<file path="config.mk">
export PLATFORM = sky130hd
export DESIGN_NAME = fetch_unit
export DESIGN_NICKNAME = d
export VERILOG_FILES = /design/src/rtl/fetch_unit.sv
export SDC_FILE = /design/constraint.sdc
export NUM_CORES = 1
export LEC_CHECK = 0
export ABC_AREA = 1
export CORE_ASPECT_RATIO = 0.7
export CORE_UTILIZATION = 35
export DETAILED_ROUTE_END_ITERATION = 12
export HOLD_SLACK_MARGIN = 0.1
export SLEW_MARGIN = 20
export SYNTH_ARGS = -nofsm -noshare
export SYNTH_HDL_FRONTEND = slang
export SYNTH_SLANG_ARGS = --single-unit
</file>
<file path="constraint.sdc">
create_clock -name CLK -period 5.8 [get_ports CLK]
set_input_delay 1.16 -clock CLK [delete_from_list [all_inputs] [get_ports CLK]]
set_output_delay 1.16 -clock CLK [all_outputs]
set_load 0.01 [all_outputs]
</file>
<file path="src/rtl/fetch_unit.sv">
// Instruction fetch stage feeding ID: owns the fetch PC, issues in-order word
// requests to imem, tags them with an epoch and buffers kept responses for ID.
module fetch_unit #(
  parameter logic [31:0] RESET_PC = 32'h0040_0000,
  parameter int unsigned DEPTH    = 4
) (
  input  logic        CLK,
  input  logic        RESET,
  input  logic [31:0] Alt_PC,
  input  logic        Request_Alt_PC,
  input  logic        WANT_FREEZE,
  input  logic        halt,
  output logic        imem_req,
  output logic [31:0] imem_addr,
  input  logic        imem_gnt,
  input  logic        imem_rvalid,
  input  logic [31:0] imem_rdata,
  output logic [31:0] instr1_out,
  output logic [31:0] instr_pc_out,
  output logic [31:0] instr_pc_plus4_out,
  output logic        instr_valid
);

  localparam int unsigned AW = $clog2(DEPTH);
  localparam int unsigned CW = AW + 1;

  logic [31:0]   r_fetch_pc;
  logic          r_epoch;

  logic [31:0]   r_tag_pc [DEPTH];
  logic          r_tag_ep [DEPTH];
  logic [AW-1:0] r_tag_wr;
  logic [AW-1:0] r_tag_rd;
  logic [CW-1:0] r_outstanding;

  logic [31:0]   r_buf_pc  [DEPTH];
  logic [31:0]   r_buf_ins [DEPTH];
  logic [AW-1:0] r_buf_wr;
  logic [AW-1:0] r_buf_rd;
  logic [CW-1:0] r_buf_count;

  logic [31:0]   r_instr;
  logic [31:0]   r_pc;
  logic [31:0]   r_pc4;
  logic          r_valid;

  logic          w_credit;
  logic          w_req;
  logic          w_tag_push;
  logic          w_resp;
  logic          w_buf_push;
  logic          w_buf_pop;

  // Credits cover both in-flight requests and buffered words, so the buffer
  // can never overflow no matter how long ID holds halt.
  assign w_credit   = ({1'b0, r_outstanding} + {1'b0, r_buf_count}) < (CW+1)'(DEPTH);
  assign w_req      = RESET & ~Request_Alt_PC & ~WANT_FREEZE & ~halt & w_credit;
  assign w_tag_push = w_req & imem_gnt;
  assign w_resp     = RESET & imem_rvalid & (r_outstanding != '0);
  assign w_buf_push = w_resp & (r_tag_ep[r_tag_rd] == r_epoch) & ~Request_Alt_PC;
  assign w_buf_pop  = ~halt & ~Request_Alt_PC & (r_buf_count != '0);

  assign imem_req           = w_req;
  assign imem_addr          = r_fetch_pc;
  assign instr1_out         = r_instr;
  assign instr_pc_out       = r_pc;
  assign instr_pc_plus4_out = r_pc4;
  assign instr_valid        = r_valid;

  always_ff @(posedge CLK) begin
    if (!RESET) begin
      r_fetch_pc    <= RESET_PC;
      r_epoch       <= 1'b0;
      r_tag_wr      <= '0;
      r_tag_rd      <= '0;
      r_outstanding <= '0;
      r_buf_wr      <= '0;
      r_buf_rd      <= '0;
      r_buf_count   <= '0;
      r_instr       <= '0;
      r_pc          <= '0;
      r_pc4         <= '0;
      r_valid       <= 1'b0;
    end else begin
      if (Request_Alt_PC) begin
        r_fetch_pc <= Alt_PC;
        r_epoch    <= ~r_epoch;
      end else if (w_tag_push) begin
        r_fetch_pc <= r_fetch_pc + 32'd4;
      end

      if (w_tag_push) r_tag_wr <= r_tag_wr + AW'(1);
      if (w_resp)     r_tag_rd <= r_tag_rd + AW'(1);
      r_outstanding <= r_outstanding + CW'(w_tag_push) - CW'(w_resp);

      // Redirect empties the buffer; older in-flight words die on epoch mismatch.
      if (Request_Alt_PC) begin
        r_buf_wr    <= '0;
        r_buf_rd    <= '0;
        r_buf_count <= '0;
      end else begin
        if (w_buf_push) r_buf_wr <= r_buf_wr + AW'(1);
        if (w_buf_pop)  r_buf_rd <= r_buf_rd + AW'(1);
        r_buf_count <= r_buf_count + CW'(w_buf_push) - CW'(w_buf_pop);
      end

      if (w_buf_pop) begin
        r_instr <= r_buf_ins[r_buf_rd];
        r_pc    <= r_buf_pc[r_buf_rd];
        r_pc4   <= r_buf_pc[r_buf_rd] + 32'd4;
        r_valid <= 1'b1;
      end else begin
        r_instr <= '0;
        r_pc    <= '0;
        r_pc4   <= '0;
        r_valid <= 1'b0;
      end
    end
  end

  always_ff @(posedge CLK) begin
    if (w_tag_push) begin
      r_tag_pc[r_tag_wr] <= r_fetch_pc;
      r_tag_ep[r_tag_wr] <= r_epoch;
    end
    if (w_buf_push) begin
      r_buf_pc[r_buf_wr]  <= r_tag_pc[r_tag_rd];
      r_buf_ins[r_buf_wr] <= imem_rdata;
    end
  end

endmodule

</file>
==> impl.org <==
** Run status
- Outcome :: complete, no violations

** Critical path
- The critical path crosses 5 cells after its start point.
- Category of the most critical setup path :: in2out
- Endpoint of the worst setup timing path :: imem_req
- Buffering stage count on the worst path with inverters included :: 3
- Maximum fanout along the worst path :: 20
- Walking the worst path, the cells encountered are clkdlybuf4s50_1 > inv_1 > nor3_1 > and2_1 > clkdlybuf4s50_1.
- Data on the critical path is required at its endpoint by 4.64 ns.
- Critical Path End Type :: output port
- Cell mode on critical path :: sky130_fd_sc_hd__clkdlybuf4s50_1
- The kind of cell with the highest combined delay along the critical path is buffers and inverters.
- The endpoint identified for the worst register-to-register timing path is r_buf_count[2].
- Source of the critical timing path :: RESET
- Worst R2R Path Depth :: 13
- Maximum cell stage delay along the critical path :: 0.98 ns
- The largest individual stage delay along the critical path comes from the cell sky130_fd_sc_hd__clkdlybuf4s50_1.
- STA puts the critical path data arrival time at 3.31 ns.
- Setup slack on the worst flop-to-flop path :: 2.65 ns
- Worst setup SP type :: primary input

** Drt
- Wires add up to 52.7 mm.
- Vias per std cell :: 4.84
- Vias after detailed routing :: 14700
- For this run, design rule violations remaining after detail routing come to 0.
- DRC violation total after the first TritonRoute iteration :: 1157
- Before antenna repair, the detailed router went through 10 iterations.
- The detail route stage leaves a number of antenna-violating nets equal to 0.
- In the final routed layout, each cell accounts on average for 17.4 µm.

** Finish
- Area Growth Syn to Fin :: 21.4%
- Inserted Diodes :: 0
- Commonest non-fill, non-tap cells in the layout :: sky130_fd_sc_hd__nand2_1, sky130_fd_sc_hd__edfxtp_1, sky130_fd_sc_hd__nor2_1, sky130_fd_sc_hd__clkdlybuf4s50_1, sky130_fd_sc_hd__o21ai_0
- The library cell used most frequently in the layout, excluding fill and tap cells, is sky130_fd_sc_hd__nand2_1.
- Final net count :: 2265
- Share of cells above drive strength 1 :: 0.0703
- Non-filler cells, final :: 3027
- Counting the fill cells in the layout gives 5479.
- Measured on the finished design, the core utilization comes to 0.430.

** Floorplanning
- Die height :: 208 µm
- Die width :: 297 µm
- 201 I/O pins were placed.
- The die covers 0.0617 mm².
- Initial cell density of the core :: 0.354
- Core region area :: 0.0600 mm²
- The floorplan has 75 rows.

** Global route
- Number of antenna violations at the first check in global routing :: 0
- Maximum number of pins on one net before global-route repair :: 70
- In the global route stage, overall resource usage came out at 0.172.
- Grt total ovfl :: 0
- Global-route wire length before repair :: 81.7 mm
- The via count of the first global-routing pass was 14300.

** Placement
- Timing analysis after detailed placement gives a worst setup slack of 1.02 ns.
- The wire-length estimate of the detail-placed layout is 33.6 mm.
- Count of placed standard cells including taps :: 2930
- Routability-driven placement finished with a final weighted congestion of 0.898.
- Count of port buffers added during placement :: 200

** Logic synthesis
- Post-synthesis share of cell area spent on and, or, nand and nor gates :: 0.175
- Number of instances in the synthesized netlist :: 1990
- For this run, the number of Yosys warnings is 0.
- Synthesized netlist net count :: 2079
- Xor and xnor area share after synthesis :: 0.0107
- Yosys mapped the design onto 43 distinct sky130hd cell types.
- The cell area that synthesis handed to floorplanning was 0.0213 mm².
- Of the total synthesized cell area, the portion taken by full adders, half adders and majority gates is 0.0113.
- Sequential element share of the synthesized area :: 0.686
- Number of enable flip-flop cells after synthesis :: 388
- A synthesized cell averages 10.7 µm².
- For this run, the leading register cell type out of synthesis is sky130_fd_sc_hd__edfxtp_1.
- Fraction of registers with async set/reset :: 0
- Number of synthesized register bits :: 534
- The share of the synthesized area in compound gates (AO/OA/AOI/OAI) was 0.0764.
- Largest family of logic cells by synthesized area :: simple AND/OR/NAND/NOR gates
- Multiplexer share of the synthesized area :: 0

** Power and ir drop
- Combinational share of power :: 0.050
- IR analysis of the VDD net gives a maximum drop of 201 µV.
- P_sw :: 1750 µW
- Summed over all cells, the static leakage comes to 0.00926 µW.
- The share of total power dissipated in sequential elements is 0.524.
- The completed layout was analyzed and its total power is 8060 µW.
- The share of total power dissipated in the clock network is 0.425.
- Power density normalized to cell area :: 313 mW/mm²
- Cell internal power was estimated by the tool at 6320 µW.
- Sw frac :: 0.217

** Timing
- Relative slew margins :: 0.316
- The max-slew violation total from the final report came to 0.
- In the final timing run, aggregate negative setup slack is 0 ns.
- Final setup margin :: 1.33 ns
- Post-route clock skew :: 0.0263 ns
- Tightest Pin Transition :: 1.03 ns
- Unrepaired setup endpoints after global routing :: false
- Setup violations remaining at the end of the flow were counted as 0.
- Timing would allow up to 224 MHz.
- Number of hold-slack violations in the final timing report :: 0
- Counting I/O delays and the setup requirement, the final critical path takes 4.47 ns.
- In the finished design, the share of the clock period the worst path needs comes to 0.771.

** CTS
- Bufs on Longest Clock Path :: 3
- Buffers inserted to repair hold after CTS numbered 0.
- The number of gates resized after CTS was 0.
- CTS Root Buffer Type :: sky130_fd_sc_hd__clkbuf_16
- Number of buffers inserted during clock tree synthesis :: 52
- The clock net in this run drives a total of 534 sinks.
- TritonCTS built the clock tree.
- Clock-pin slew was measured on the worst setup and hold paths at 0.06 ns.
- Clk_lat worst skew :: 0.62 ns
- Buffers inserted by post-CTS timing repair :: 0
- The clock tree synthesis step divided the H-tree into 2 levels.

** Min path
- The path class of the tightest hold or removal check is reg2reg.
- Worst hold path stage count :: 1

** Job
- Across the run, the number of max-cap violations was 0.
## synth_stat cells (2+ instances only)
master | instances | area share
sky130_fd_sc_hd__a21oi_1 | 86 | 0.020
sky130_fd_sc_hd__a31oi_1 | 8 | 0.0024
sky130_fd_sc_hd__buf_1 | 5 | 0.00088
sky130_fd_sc_hd__buf_2 | 13 | 0.0031
sky130_fd_sc_hd__buf_4 | 11 | 0.0039
sky130_fd_sc_hd__buf_6 | 5 | 0.0026
sky130_fd_sc_hd__buf_8 | 2 | 0.0014
sky130_fd_sc_hd__clkbuf_1 | 55 | 0.0097
sky130_fd_sc_hd__clkinv_1 | 2 | 0.00035
sky130_fd_sc_hd__dfxtp_1 | 146 | 0.14
sky130_fd_sc_hd__edfxtp_1 | 388 | 0.55
sky130_fd_sc_hd__fa_1 | 2 | 0.0019
sky130_fd_sc_hd__ha_1 | 16 | 0.0094
sky130_fd_sc_hd__inv_1 | 97 | 0.017
sky130_fd_sc_hd__inv_2 | 2 | 0.00035
sky130_fd_sc_hd__nand2_1 | 404 | 0.071
sky130_fd_sc_hd__nand2_2 | 11 | 0.0032
sky130_fd_sc_hd__nand3_1 | 102 | 0.024
sky130_fd_sc_hd__nand3_2 | 3 | 0.0014
sky130_fd_sc_hd__nand4_1 | 10 | 0.0029
sky130_fd_sc_hd__nor2_1 | 341 | 0.060
sky130_fd_sc_hd__nor2_2 | 14 | 0.0041
sky130_fd_sc_hd__nor2_4 | 6 | 0.0032
sky130_fd_sc_hd__nor3_1 | 11 | 0.0026
sky130_fd_sc_hd__o211ai_1 | 2 | 0.00071
sky130_fd_sc_hd__o21ai_0 | 175 | 0.041
sky130_fd_sc_hd__o22ai_1 | 33 | 0.0097
sky130_fd_sc_hd__xnor2_1 | 8 | 0.0033
sky130_fd_sc_hd__xor2_1 | 18 | 0.0074
## stage by stage
| step | cell area (µm²) | hold WS (ns) |
|---|---|---|
| floorplan | 21300 | 0.436 |
| global placement | 24000 | 0.459 |
| detailed placement | 24000 | 0.463 |
| CTS | 25800 | 0.481 |
| global route | 25800 | 0.510 |
| finish | 25800 | 0.477 |
## worst reg2reg max path, stage by stage, from the launching register on
cell,delay (ns)
sky130_fd_sc_hd__dfxtp_1,0.30
sky130_fd_sc_hd__buf_4,0.33
sky130_fd_sc_hd__inv_1,0.10
sky130_fd_sc_hd__nand3_1,0.10
sky130_fd_sc_hd__nand2_1,0.07
sky130_fd_sc_hd__xor2_1,0.14
sky130_fd_sc_hd__nand3_1,0.48
sky130_fd_sc_hd__ha_1,0.52
sky130_fd_sc_hd__inv_1,0.04
sky130_fd_sc_hd__ha_1,0.19
sky130_fd_sc_hd__fa_1,0.40
sky130_fd_sc_hd__xnor2_1,0.18
sky130_fd_sc_hd__xnor2_1,0.14
sky130_fd_sc_hd__nor2_1,0.05
## cell type report
type,instances,area (µm²),share of cell area
Inverter,102,388,0.0150
Clock inverter,21,219,0.00849
Tap cell,808,1010,0.0392
Sequential cell,534,14600,0.565
Timing Repair Buffer,224,2210,0.0855
Clock buffer,76,1550,0.0599
Multi-Input combinational cell,1262,5850,0.227
## cells by family after synthesis
group,count (synthesis)
AOI/OAI and AO/OA,310
xor gates and xnor gates,26
adders and majority gates,18
buffers and inverters,194
DFF,534
and+or+nand+nor,908
## power groups by stage
stage / clock [µW] / sequential, µW / combinational, µW
after global routing: 3660 / 4230 / 450
after global placement: 0 / 4310 / 396
final: 3430 / 4230 / 404
after floorplan: 0 / 4290 / 223
after CTS: 3510 / 4230 / 409
after detailed placement: 0 / 4310 / 407
## state kept, by name, summed over array words and instances (netlist names), 3 cells and up, named ones only
register,count
r_buf_ins,128
r_buf_pc,128
r_tag_pc,128
imem_addr,32
instr1_out,32
instr_pc_out,32
instr_pc_plus4_out,30
r_tag_ep,4
r_buf_count,3
r_outstanding,3
## routing by layer
layer | global-route usage | share of wire | vias to the layer above
li1 | - | - | 7133
met1 | 0.234 | 0.45 | 7080
met2 | 0.283 | 0.47 | 371
met3 | 0.0327 | 0.056 | 73
met4 | 0.0428 | 0.019 | 0
met5 | 0 | 0 | -
## worst min path at each step
| stage | start | to | slack (ns) |
|---|---|---|---|
| CTS | r_tag_rd[0] | r_tag_rd[0] | 0.48 |
| global route | r_tag_rd[0] | r_tag_rd[0] | 0.51 |
| finish | r_tag_rd[0] | r_tag_rd[0] | 0.48 |
| floorplan | r_tag_rd[1] | flop | 0.44 |
| global placement | r_tag_rd[0] | r_tag_rd[0] | 0.46 |
| detailed placement | r_tag_rd[0] | r_tag_rd[0] | 0.46 |
(Power assumes the default switching activity.)
